File: src/rtl/design_slot_guard.sv
// Per-design slot guard: filters the active-low chip select, holds the core in reset
// during bring-up, then hands over the GPIO pads and drains them safely on deselect.
module design_slot_guard #(
    parameter int          SEL_FILTER   = 4,
    parameter int          RST_HOLD     = 8,
    parameter int          DRAIN_CYCLES = 2,
    parameter logic [33:0] OUT_MASK     = 34'h3_FFFF_FFFF
) (
    input  logic        clk,
    input  logic        n_rst,
    input  logic        ncs,
    input  logic [33:0] gpio_in,
    input  logic [33:0] core_gpio_out,
    input  logic [33:0] core_gpio_oeb,
    output logic [33:0] core_gpio_in,
    output logic        core_n_rst,
    output logic        core_en,
    output logic [33:0] gpio_out,
    output logic [33:0] gpio_oeb,
    output logic        active
);

    localparam int MAX_AB  = (SEL_FILTER > RST_HOLD) ? SEL_FILTER : RST_HOLD;
    localparam int MAX_CNT = (MAX_AB > DRAIN_CYCLES) ? MAX_AB : DRAIN_CYCLES;
    localparam int CW      = $clog2(MAX_CNT + 1);

    typedef logic [CW-1:0] cnt_t;

    localparam cnt_t SF_LAST = cnt_t'(SEL_FILTER - 1);
    localparam cnt_t RH_LAST = cnt_t'(RST_HOLD - 1);
    localparam cnt_t DC_LAST = cnt_t'(DRAIN_CYCLES - 1);

    typedef enum logic [2:0] {
        IDLE,
        SETTLE,
        HOLD,
        ACTIVE,
        DRAIN
    } state_t;

    state_t state;
    state_t next_state;
    cnt_t   cnt;
    cnt_t   next_cnt;

    always_ff @(posedge clk) begin
        if (!n_rst) begin
            state <= IDLE;
            cnt   <= '0;
        end else begin
            state <= next_state;
            cnt   <= next_cnt;
        end
    end

    // The counter restarts on every state change; SETTLE starts at 1 because the
    // sample that left IDLE already counts towards the filter.
    always_comb begin
        next_state = state;
        next_cnt   = cnt;
        case (state)
            IDLE: begin
                if (!ncs) begin
                    if (SEL_FILTER == 1) begin
                        next_state = HOLD;
                        next_cnt   = '0;
                    end else begin
                        next_state = SETTLE;
                        next_cnt   = cnt_t'(1);
                    end
                end
            end
            SETTLE: begin
                if (ncs) begin
                    next_state = IDLE;
                    next_cnt   = '0;
                end else if (cnt == SF_LAST) begin
                    next_state = HOLD;
                    next_cnt   = '0;
                end else begin
                    next_cnt = cnt + cnt_t'(1);
                end
            end
            HOLD: begin
                if (ncs) begin
                    next_state = IDLE;
                    next_cnt   = '0;
                end else if (cnt == RH_LAST) begin
                    next_state = ACTIVE;
                    next_cnt   = '0;
                end else begin
                    next_cnt = cnt + cnt_t'(1);
                end
            end
            ACTIVE: begin
                if (ncs) begin
                    next_state = DRAIN;
                    next_cnt   = '0;
                end
            end
            DRAIN: begin
                if (cnt == DC_LAST) begin
                    next_state = IDLE;
                    next_cnt   = '0;
                end else begin
                    next_cnt = cnt + cnt_t'(1);
                end
            end
            default: begin
                next_state = IDLE;
                next_cnt   = '0;
            end
        endcase
    end

    // Pads are loaded from the current state so every enable change comes off a flop;
    // during DRAIN the enables keep their last ACTIVE value while the data is forced low.
    always_ff @(posedge clk) begin
        if (!n_rst) begin
            gpio_out <= '0;
            gpio_oeb <= '1;
        end else begin
            case (state)
                ACTIVE: begin
                    gpio_out <= core_gpio_out & OUT_MASK;
                    gpio_oeb <= core_gpio_oeb | ~OUT_MASK;
                end
                DRAIN: begin
                    gpio_out <= '0;
                end
                default: begin
                    gpio_out <= '0;
                    gpio_oeb <= '1;
                end
            endcase
        end
    end

    assign core_n_rst   = (state == ACTIVE) || (state == DRAIN);
    assign core_en      = (state == ACTIVE);
    assign active       = (state == ACTIVE);
    assign core_gpio_in = (state == ACTIVE) ? gpio_in : '0;

endmodule
File: config.mk
export PLATFORM = sky130hd
export DESIGN_NAME = design_slot_guard
export DESIGN_NICKNAME = d
export VERILOG_FILES = /design/src/rtl/design_slot_guard.sv
export SDC_FILE = /design/constraint.sdc
export NUM_CORES = 1
export LEC_CHECK = 0
export BUFFER_PORTS_ARGS = -buffer_cell sky130_fd_sc_hd__buf_2
export CAP_MARGIN = 0
export CORE_ASPECT_RATIO = 1.2
export CORE_MARGIN = 5
export CORE_UTILIZATION = 30
export DETAILED_ROUTE_END_ITERATION = 8
export HOLD_SLACK_MARGIN = 0.03
export PLACE_DENSITY = 0.7
export SLEW_MARGIN = 20
export SYNTH_ARGS = -nofsm -noshare
export SYNTH_HDL_FRONTEND = slang
export SYNTH_SLANG_ARGS = --single-unit
export TNS_END_PERCENT = 100
File: constraint.sdc
create_clock -name clk -period 2.4 [get_ports clk]
set_clock_uncertainty 0.2 [all_clocks]
set_input_delay 0.36 -clock clk [delete_from_list [all_inputs] [get_ports clk]]
set_output_delay 0.36 -clock clk [all_outputs]
set_load 0.02 [all_outputs]
==> results.cfg, run 1 <==
[sta]
rsz0062_at_grt = false
hold_violations = 0
period_share_pct = 92.0
tightest_slew_ps = 614
setup_violations = 0
max_slew_margin_pct = 58.9
fin_setup_tns_ps = 0
max_freq_mhz = 453
worst_slack_ps = 192
drv_slew = 0
final.min_clock_period_ps = 2210

[synthesis]
synth_cells = 251
synth.top_cell.area_share_pct = 55.6
ys_warn_count = 0
synthFlopType = dfxtp_1
netlist.top_cell.by_area = dfxtp_1
ys_async_sr_fraction_pct = 0
netlist_area_um2 = 2700
ys_ff_latch = 75
seq_area_frac_synth_pct = 55.6
ys_types = 37
synth_fp_nets = 358
synth-edff-count = 0
synth_area_leaders = dfxtp_1, o22a_1, and3_1
syn_area_per_cell_um2 = 10.8

[final_layout]
fillerInstances = 891
final_net_count = 579
drive_above_1_share_pct = 49.7
post-route-util_pct = 47.1
area_growth_syn_to_layout_pct = 56.0
diodes = 0

[detailed_routing]
via_count = 2640
wire_per_inst_um = 13.0
drt-pass1-iter-count = 4
routed_wl_um = 7780
vias_per_cell = 4.42
drtAntennaViolNets = 0
dr.first_iter.drc_count = 59
drcViolationCount = 0

[critical_path]
cp-endpoint = core_gpio_in[32]
end_kind = output pin
r2r-start = state[1]
r2r-end = gpio_oeb[15]
cp_max_fo = 66
cp.arrival_ps = 1650
crit_required_ps = 1840
worstSetupPathType = register to output pin
ff2ff_setup_slack_ps = 480
cp-startpoint = state[1]
r2r_cells = 5
cp-start-kind = register

[cts]
cts_tree = done
root_buffer = clkbuf_8
h-tree-depth = 3
cts.reportedPaths.clkPinSlew_ps = 70
clkLatencyLatePin_ps = 330
post_cts_buffers = 0
clock-sinks = 75
cts_max_path_buffers = 2
cts_buffers = 9

[global_route]
grt_most_used_layer = met2
grt_pass1_wl_um = 12500
met2_usage_pct = 23.4
grt_max_degree = 67
overflow = 0
grt_pass1_vias = 2679
met1_usage_pct = 15.4
groute.usage.overall_pct = 13.8
use_met3_pct = 6.18
antenna_found_initial = 0

[die]
die-area_um2 = 11000
die_w_um = 96.6
start_util_pct = 30.2
die_h_um = 114
core.rowCount = 38
core_area_um2 = 8940
io_pins = 210

[min_path]
min_path_cells = 2
min_path_type = input port to register

[flow_run]
max_cap_viol_count = 0

[pwr]
powerDensity_nw_per_um2 = 558
peakVddDrop_uv = 201
leakagePower_nw = 2.18

[placement]
hpwl_um = 5930
pre_cts_slack_ps = 324
routabilityCongestion = 0.832
port_buffers = 209

[status]
outcome = finished clean
## final cells by class
type | instances | area [µm²] | share of cell area (%)
clock buffer | 11 | 141 | 3.36
clock inverter | 5 | 52.6 | 1.25
inverter | 3 | 11.3 | 0.267
multi-input combinational | 152 | 1080 | 25.7
sequential | 75 | 1500 | 35.7
tap | 120 | 150 | 3.56
timing repair buffer | 231 | 1270 | 30.1
## cells in the final DEF (no fill, tap or decap), types with 3 or more instances in the layout
| cell type | instances |
|---|---|
| o21ai_0 | 5 |
| a21oi_1 | 4 |
| dlygate4sd3_1 | 18 |
| nor2_1 | 7 |
| clkbuf_8 | 10 |
| clkinv_2 | 3 |
| and3_1 | 35 |
| nand2_1 | 4 |
| o22a_1 | 34 |
| buf_2 | 209 |
| inv_1 | 3 |
| dfxtp_1 | 73 |
| buf_4 | 3 |
| and2_1 | 34 |
## worst min-delay path by stage
stage / from / end
final: core_gpio_oeb[16] / gpio_oeb[16]
after global routing: core_gpio_out[33] / gpio_out[33]
after CTS: core_gpio_oeb[16] / gpio_oeb[16]
after detailed placement: gpio_oeb[25] / gpio_oeb[25]
after global placement: gpio_oeb[17] / gpio_oeb[17]
after floorplan: cnt[1] / cnt[1]
## per-stage QoR
step                hold slack [ps]  cell area, µm²  std cells  total power [mW]
detailed placement              246            3840        563              1.43
global route                   35.2            4210        597              2.46
global placement                238            3840        563              1.43
CTS                            30.1            4210        597              2.39
floorplan                       291            2700        251              1.33
finish                         54.8            4210        597              2.35
## state kept, by name (all words and copies together), names as in the netlist
register	count
cnt	4
gpio_oeb	34
gpio_out	34
state	3
## synthesized netlist by cell type, types with 3 or more instances
cell type,instances
a21oi_1,4
and2_1,34
and3_1,35
buf_2,7
clkbuf_1,11
dfxtp_1,75
inv_1,3
nand2_1,4
nor2_1,7
o21ai_0,5
o22a_1,34
## where the power goes
group	internal [mW]	switching [mW]	leakage [nW]	total, mW
Combinational	0.102	0.0642	1.47	0.167
Sequential	1.25	0.00787	0.607	1.26
Clock	0.503	0.424	0.0991	0.927
## timing repair
| item | 4_1_cts | 5_1_grt |
|---|---|---|
| endpoints found under the hold margin | 18 | 0 |
| hold buffers | 18 | 0 |
| resized for setup | 0 | 2 |
| endpoints found under the setup margin | 0 | 36 |
## critical path: stages, from the launching register on
cell,delay (ps)
dfxtp_2,470
nand2_1,150
nor2_4,140
buf_12,220
and2_1,160
buf_2,160
## logic make-up (layout without fill, tap and decap cells)
group	Yosys count	count (layout)	share of synthesized area [%]
AOI/OAI and AO/OA	53	53	16.6
xor gates and xnor gates	2	2	0.927
adders and majority gates	2	2	0.927
buffers and inverters	24	250	4.22
DFF	75	75	55.6
muxes	1	1	0.371
and+or+nand+nor	94	94	21.4
## layer usage
layer  vias to the layer above  wire (µm)
met3                         7        775
li1                       1327          -
met4                         0         92
met1                      1170       3020
met5                         -          0
met2                       136       3890
Note: power is estimated with default switching activity, not from simulation.
==> inputs of run 2 (changes only) <==
Settings changed: SETUP_SLACK_MARGIN set to 0.2.
==> run 2 against run 1 <==
  * Combinational power up 2%
  * Largest power group unchanged
  * Critical path depth unchanged
  * Highest routed layer unchanged
  * Fmax up 6.1%
  * Final area up 1.7%
  * Final cell count up 1.0%
  * Sequential share of layout area down 0.46 points
  * Routed wire length up 3.3%
  * Clock-buffer cell count unchanged
==> results.cfg, run 2 (synthesized netlist as in run 1, its figures left out) <==
[critical_path]
cp.arrival_ps = 1520
cp-start-kind = register
cp-startpoint = state[0]
worstSetupPathType = register to output pin
crit_required_ps = 1840
end_kind = output pin
cp_max_fo = 33
r2r-start = state[0]

[status]
outcome = finished clean

[pwr]
powerDensity_nw_per_um2 = 550
peakVddDrop_uv = 201
p_sw_mw = 0.499
swShare_pct = 21.2
seqPwrFrac_pct = 53.3
power_frac_comb_pct = 7.2
cellInternalPower_mw = 1.86
clkPwrFrac_pct = 39.5
leakagePower_nw = 2.22

[flow_run]
max_cap_viol_count = 0

[die]
die_w_um = 96.6
core.rowCount = 38
die_h_um = 114
die-area_um2 = 11000
start_util_pct = 30.2
io_pins = 210
core_area_um2 = 8940

[cts]
cts_buffers = 9
cts_tree = done
clock-sinks = 75
root_buffer = clkbuf_8
clkLatencyLatePin_ps = 330
cts_max_path_buffers = 2
cts.reportedPaths.clkPinSlew_ps = 70
h-tree-depth = 3

[min_path]
hp-start = core_gpio_oeb[16]
min_path_type = input port to register

[detailed_routing]
vias_per_cell = 4.44
drcViolationCount = 0
dr.first_iter.drc_count = 72
routed_wl_um = 8040
via_count = 2680
drt-pass1-iter-count = 4
drtAntennaViolNets = 0
wire_per_inst_um = 13.3

[global_route]
grt_pass1_wl_um = 12500
grt_max_degree = 67
groute.usage.overall_pct = 13.8
overflow = 0
antenna_found_initial = 0
grt_pass1_vias = 2676

[placement]
hpwl_um = 5930
port_buffers = 209
pre_cts_slack_ps = 324
routabilityCongestion = 0.832

[sta]
tightest_slew_ps = 614
hold_slack_ps = 55.0
hold_violations = 0
drv_slew = 0
period_share_pct = 86.7
rsz0062_at_grt = true
max_slew_margin_pct = 58.9
worst_slack_ps = 320
max_freq_mhz = 481
fin_setup_tns_ps = 0
final.min_clock_period_ps = 2080
setup_violations = 0

[final_layout]
fillerInstances = 887
final_net_count = 585
reg_top3 = gpio_oeb: 34 flops, gpio_out: 34 flops, cnt: 4 flops
drive_above_1_share_pct = 50.5
area_growth_syn_to_layout_pct = 58.7
diodes = 0
multi_input_area_um2 = 1080
layout_common_cells = buf_2, dfxtp_1, and3_1, and2_1, o22a_1
layout_commonest_cell = buf_2
register_area_um2 = 1510
==> run 2: final timing paths <==
check,slack (ps),end,depth (start not counted)
setup reg to reg,500,gpio_oeb[15],5
hold / removal,60,gpio_oeb[16],2
hold reg to reg,260,gpio_oeb[26],1
setup / recovery,320,core_gpio_in[32],5
==> run 2: per-layer routing <==
layer  wire length, µm  vias up  GRT usage, %  part of all wire [%]
li1                  -     1337             -                     -
met4                95        0          5.06                   1.2
met2              4040      148          23.5                    50
met5                 0        -             0                     0
met1              3060     1186          15.4                    38
met3               833        9          6.18                    10
==> run 2: final cells by class <==
type	instances	share of cell area, %
multi-input combinational	152	25.3
timing repair buffer	237	31.2
clock buffer	11	3.30
clock inverter	5	1.23
tap	120	3.50
sequential	75	35.2
inverter	3	0.263
==> run 2: power groups by stage <==
| stage | Combinational (mW) | Clock [mW] | Sequential (mW) |
|---|---|---|---|
| detailed placement | 0.143 | 0 | 1.29 |
| finish | 0.171 | 0.929 | 1.26 |
| CTS | 0.167 | 0.969 | 1.26 |
| global placement | 0.142 | 0 | 1.29 |
| global route | 0.188 | 1.02 | 1.26 |
| floorplan | 0.0492 | 0 | 1.29 |
==> run 2: what timing repair did <==
| action | in CTS | in global routing |
|---|---|---|
| resized for setup | 4 | 1 |
| gates cloned | 0 | 2 |
| hold buffers | 18 | 0 |
| setup endpoints to repair | 37 | 34 |
| setup buffers | 0 | 4 |
| pin swaps | 0 | 1 |
| hold endpoints to repair | 18 | 0 |
==> run 2: worst max-delay path, cell delays in order, from the launching register on <==
cell	delay, ps
dfxtp_4	400
nand2_1	120
nor2_4	200
buf_12	180
and2_1	140
buf_2	160
==> run 2: through the flow <==
stage	area [µm²]	total power, mW	std cells	utilization [%]
CTS	4220	2.39	597	47.2
detailed placement	3840	1.43	563	42.9
global route	4290	2.46	603	47.9
floorplan	2700	1.33	251	-
global placement	3840	1.43	563	42.9
finish	4290	2.36	603	47.9
==> inputs of run 3 (changes only) <==
Settings changed: BUFFER_PORTS_ARGS -buffer_cell sky130_fd_sc_hd__buf_2 to not set, DONT_BUFFER_PORTS set to 1, PLACE_DENSITY 0.7 to 0.5.
==> run 3 against run 2 <==
  * Total power grew 6.7%
  * Clock-buffer cell count shrank 2
  * Sequential power is essentially flat
  * Hold slack gained 20 ps
  * Global-route usage grew 0.096 points
  * Final cell count shrank 27%
  * Fmax shrank 0.98%
==> results.cfg, run 3 (synthesized netlist as in run 1, its figures left out) <==
[status]
outcome = finished clean

[critical_path]
crit_required_ps = 1840
cp_max_fo = 24
worstSetupPathType = register to output pin
cp-start-kind = register
cp.arrival_ps = 1540
end_kind = output pin

[final_layout]
reg_top3 = gpio_oeb: 34 flops, gpio_out: 34 flops, cnt: 4 flops
layout_common_cells = dfxtp_1, dlygate4sd3_1, and3_1, and2_2, o22a_1
diodes = 0
final_cell_count_no_fill = 439
drive_above_1_share_pct = 20.1
area_growth_syn_to_layout_pct = 40.9
post-route-util_pct = 42.6
layout_commonest_cell = dfxtp_1
final_net_count = 423

[sta]
final.min_clock_period_ps = 2100
drv_slew = 0
max_slew_margin_pct = 57.0
period_share_pct = 87.5
tightest_slew_ps = 643
rsz0062_at_grt = false
max_freq_mhz = 476
hold_violations = 0
hold_slack_ps = 74.7
fin_setup_tns_ps = 0
setup_violations = 0

[placement]
place_inst = 354
port_buffers = 0
routabilityCongestion = 0.773
hpwl_um = 5110

[pwr]
peakVddDrop_uv = 197
cellInternalPower_mw = 2.03
leakagePower_nw = 1.57
seqPwrFrac_pct = 50.2
power_mw = 2.51
power_frac_comb_pct = 6.0
clkPwrFrac_pct = 43.8
p_sw_mw = 0.485
swShare_pct = 19.3
powerDensity_nw_per_um2 = 660

[flow_run]
max_cap_viol_count = 0

[detailed_routing]
routed_wl_um = 7990
drtAntennaViolNets = 0
drt-pass1-iter-count = 4
wire_per_inst_um = 18.2
via_count = 2182
vias_per_cell = 4.97
drcViolationCount = 0
dr.first_iter.drc_count = 64

[global_route]
grt_pass1_wl_um = 12100
grt_max_degree = 54
overflow = 0
antenna_found_initial = 0
groute.usage.overall_pct = 13.9
grt_pass1_vias = 2320

[die]
die_h_um = 114
die-area_um2 = 11000
start_util_pct = 30.2
io_pins = 210
core_area_um2 = 8940
die_w_um = 96.6
core.rowCount = 38

[cts]
cts.reportedPaths.clkPinSlew_ps = 80
cts_tree = done
cts_max_path_buffers = 2
root_buffer = clkbuf_8
clock-sinks = 75
post_cts_buffers = 0
cts_buffers = 9
clkLatencyLatePin_ps = 340
h-tree-depth = 3

[min_path]
min_path_type = input port to register
==> run 3: cell types whose count changed in the layout (fill, tap and decap cells not counted), moves of 4 or more <==
cell	before	now
and2_2	0	34
buf_2	209	0
and2_1	34	0
buf_4	7	3
dlygate4sd3_1	18	69
==> run 3: repair_timing <==
| item | 4_1_cts | 5_1_grt |
|---|---|---|
| gates cloned | 0 | 1 |
| endpoints found under the hold margin | 75 | 0 |
| hold buffers | 70 | 0 |
| resized for setup | 37 | 2 |
| endpoints found under the setup margin | 35 | 34 |
==> run 3: final timing paths <==
| path | startpoint | to | slack, ps | cells after the start |
|---|---|---|---|---|
| hold / removal | ncs | state[1] | 70 | 3 |
| setup reg to reg | cnt[0] | cnt[3] | 500 | 5 |
| setup / recovery | state[1] | core_gpio_in[26] | 300 | 4 |
| hold reg to reg | cnt[1] | cnt[1] | 330 | 2 |
==> run 3: through the flow <==
stage	instance area, µm²	setup slack [ps]
after floorplan	2700	429
after global placement	2790	433
after detailed placement	2790	399
after CTS	3770	200
after global routing	3800	202
final	3800	299
==> run 3: power groups by stage <==
| stage | combinational (mW) | clock [mW] | sequential [mW] |
|---|---|---|---|
| 3_5_place_dp | 0.0454 | 0 | 1.29 |
| 5_1_grt | 0.163 | 1.19 | 1.26 |
| 4_1_cts | 0.149 | 1.15 | 1.26 |
| 2_1_floorplan | 0.0492 | 0 | 1.29 |
| 3_3_place_gp | 0.0452 | 0 | 1.29 |
| 6_report | 0.151 | 1.10 | 1.26 |
==> run 3: final cells by class <==
cell class | instances | area [µm²]
Multi-Input combinational cell | 152 | 1130
Timing Repair Buffer | 75 | 778
Inverter | 3 | 11.3
Clock buffer | 9 | 124
Clock inverter | 5 | 104
Sequential cell | 75 | 1510
Tap cell | 120 | 150
Fill cell | 825 | 5130
==> run 3: layer usage <==
metal  vias up  part of all wire [%]  GRT usage (%)
met3        12                   9.6           5.63
li1       1010                     -              -
met1      1004                    37           14.8
met4         0                   1.9           6.93
met2       156                    51           24.0
met5         -                     0              0
==> run 3: critical path, cell delays in order (launching register included) <==
cell,delay [ps]
dfxtp_4,430
nand2_1,120
nor2_4,210
clkbuf_16,230
and2_2,220
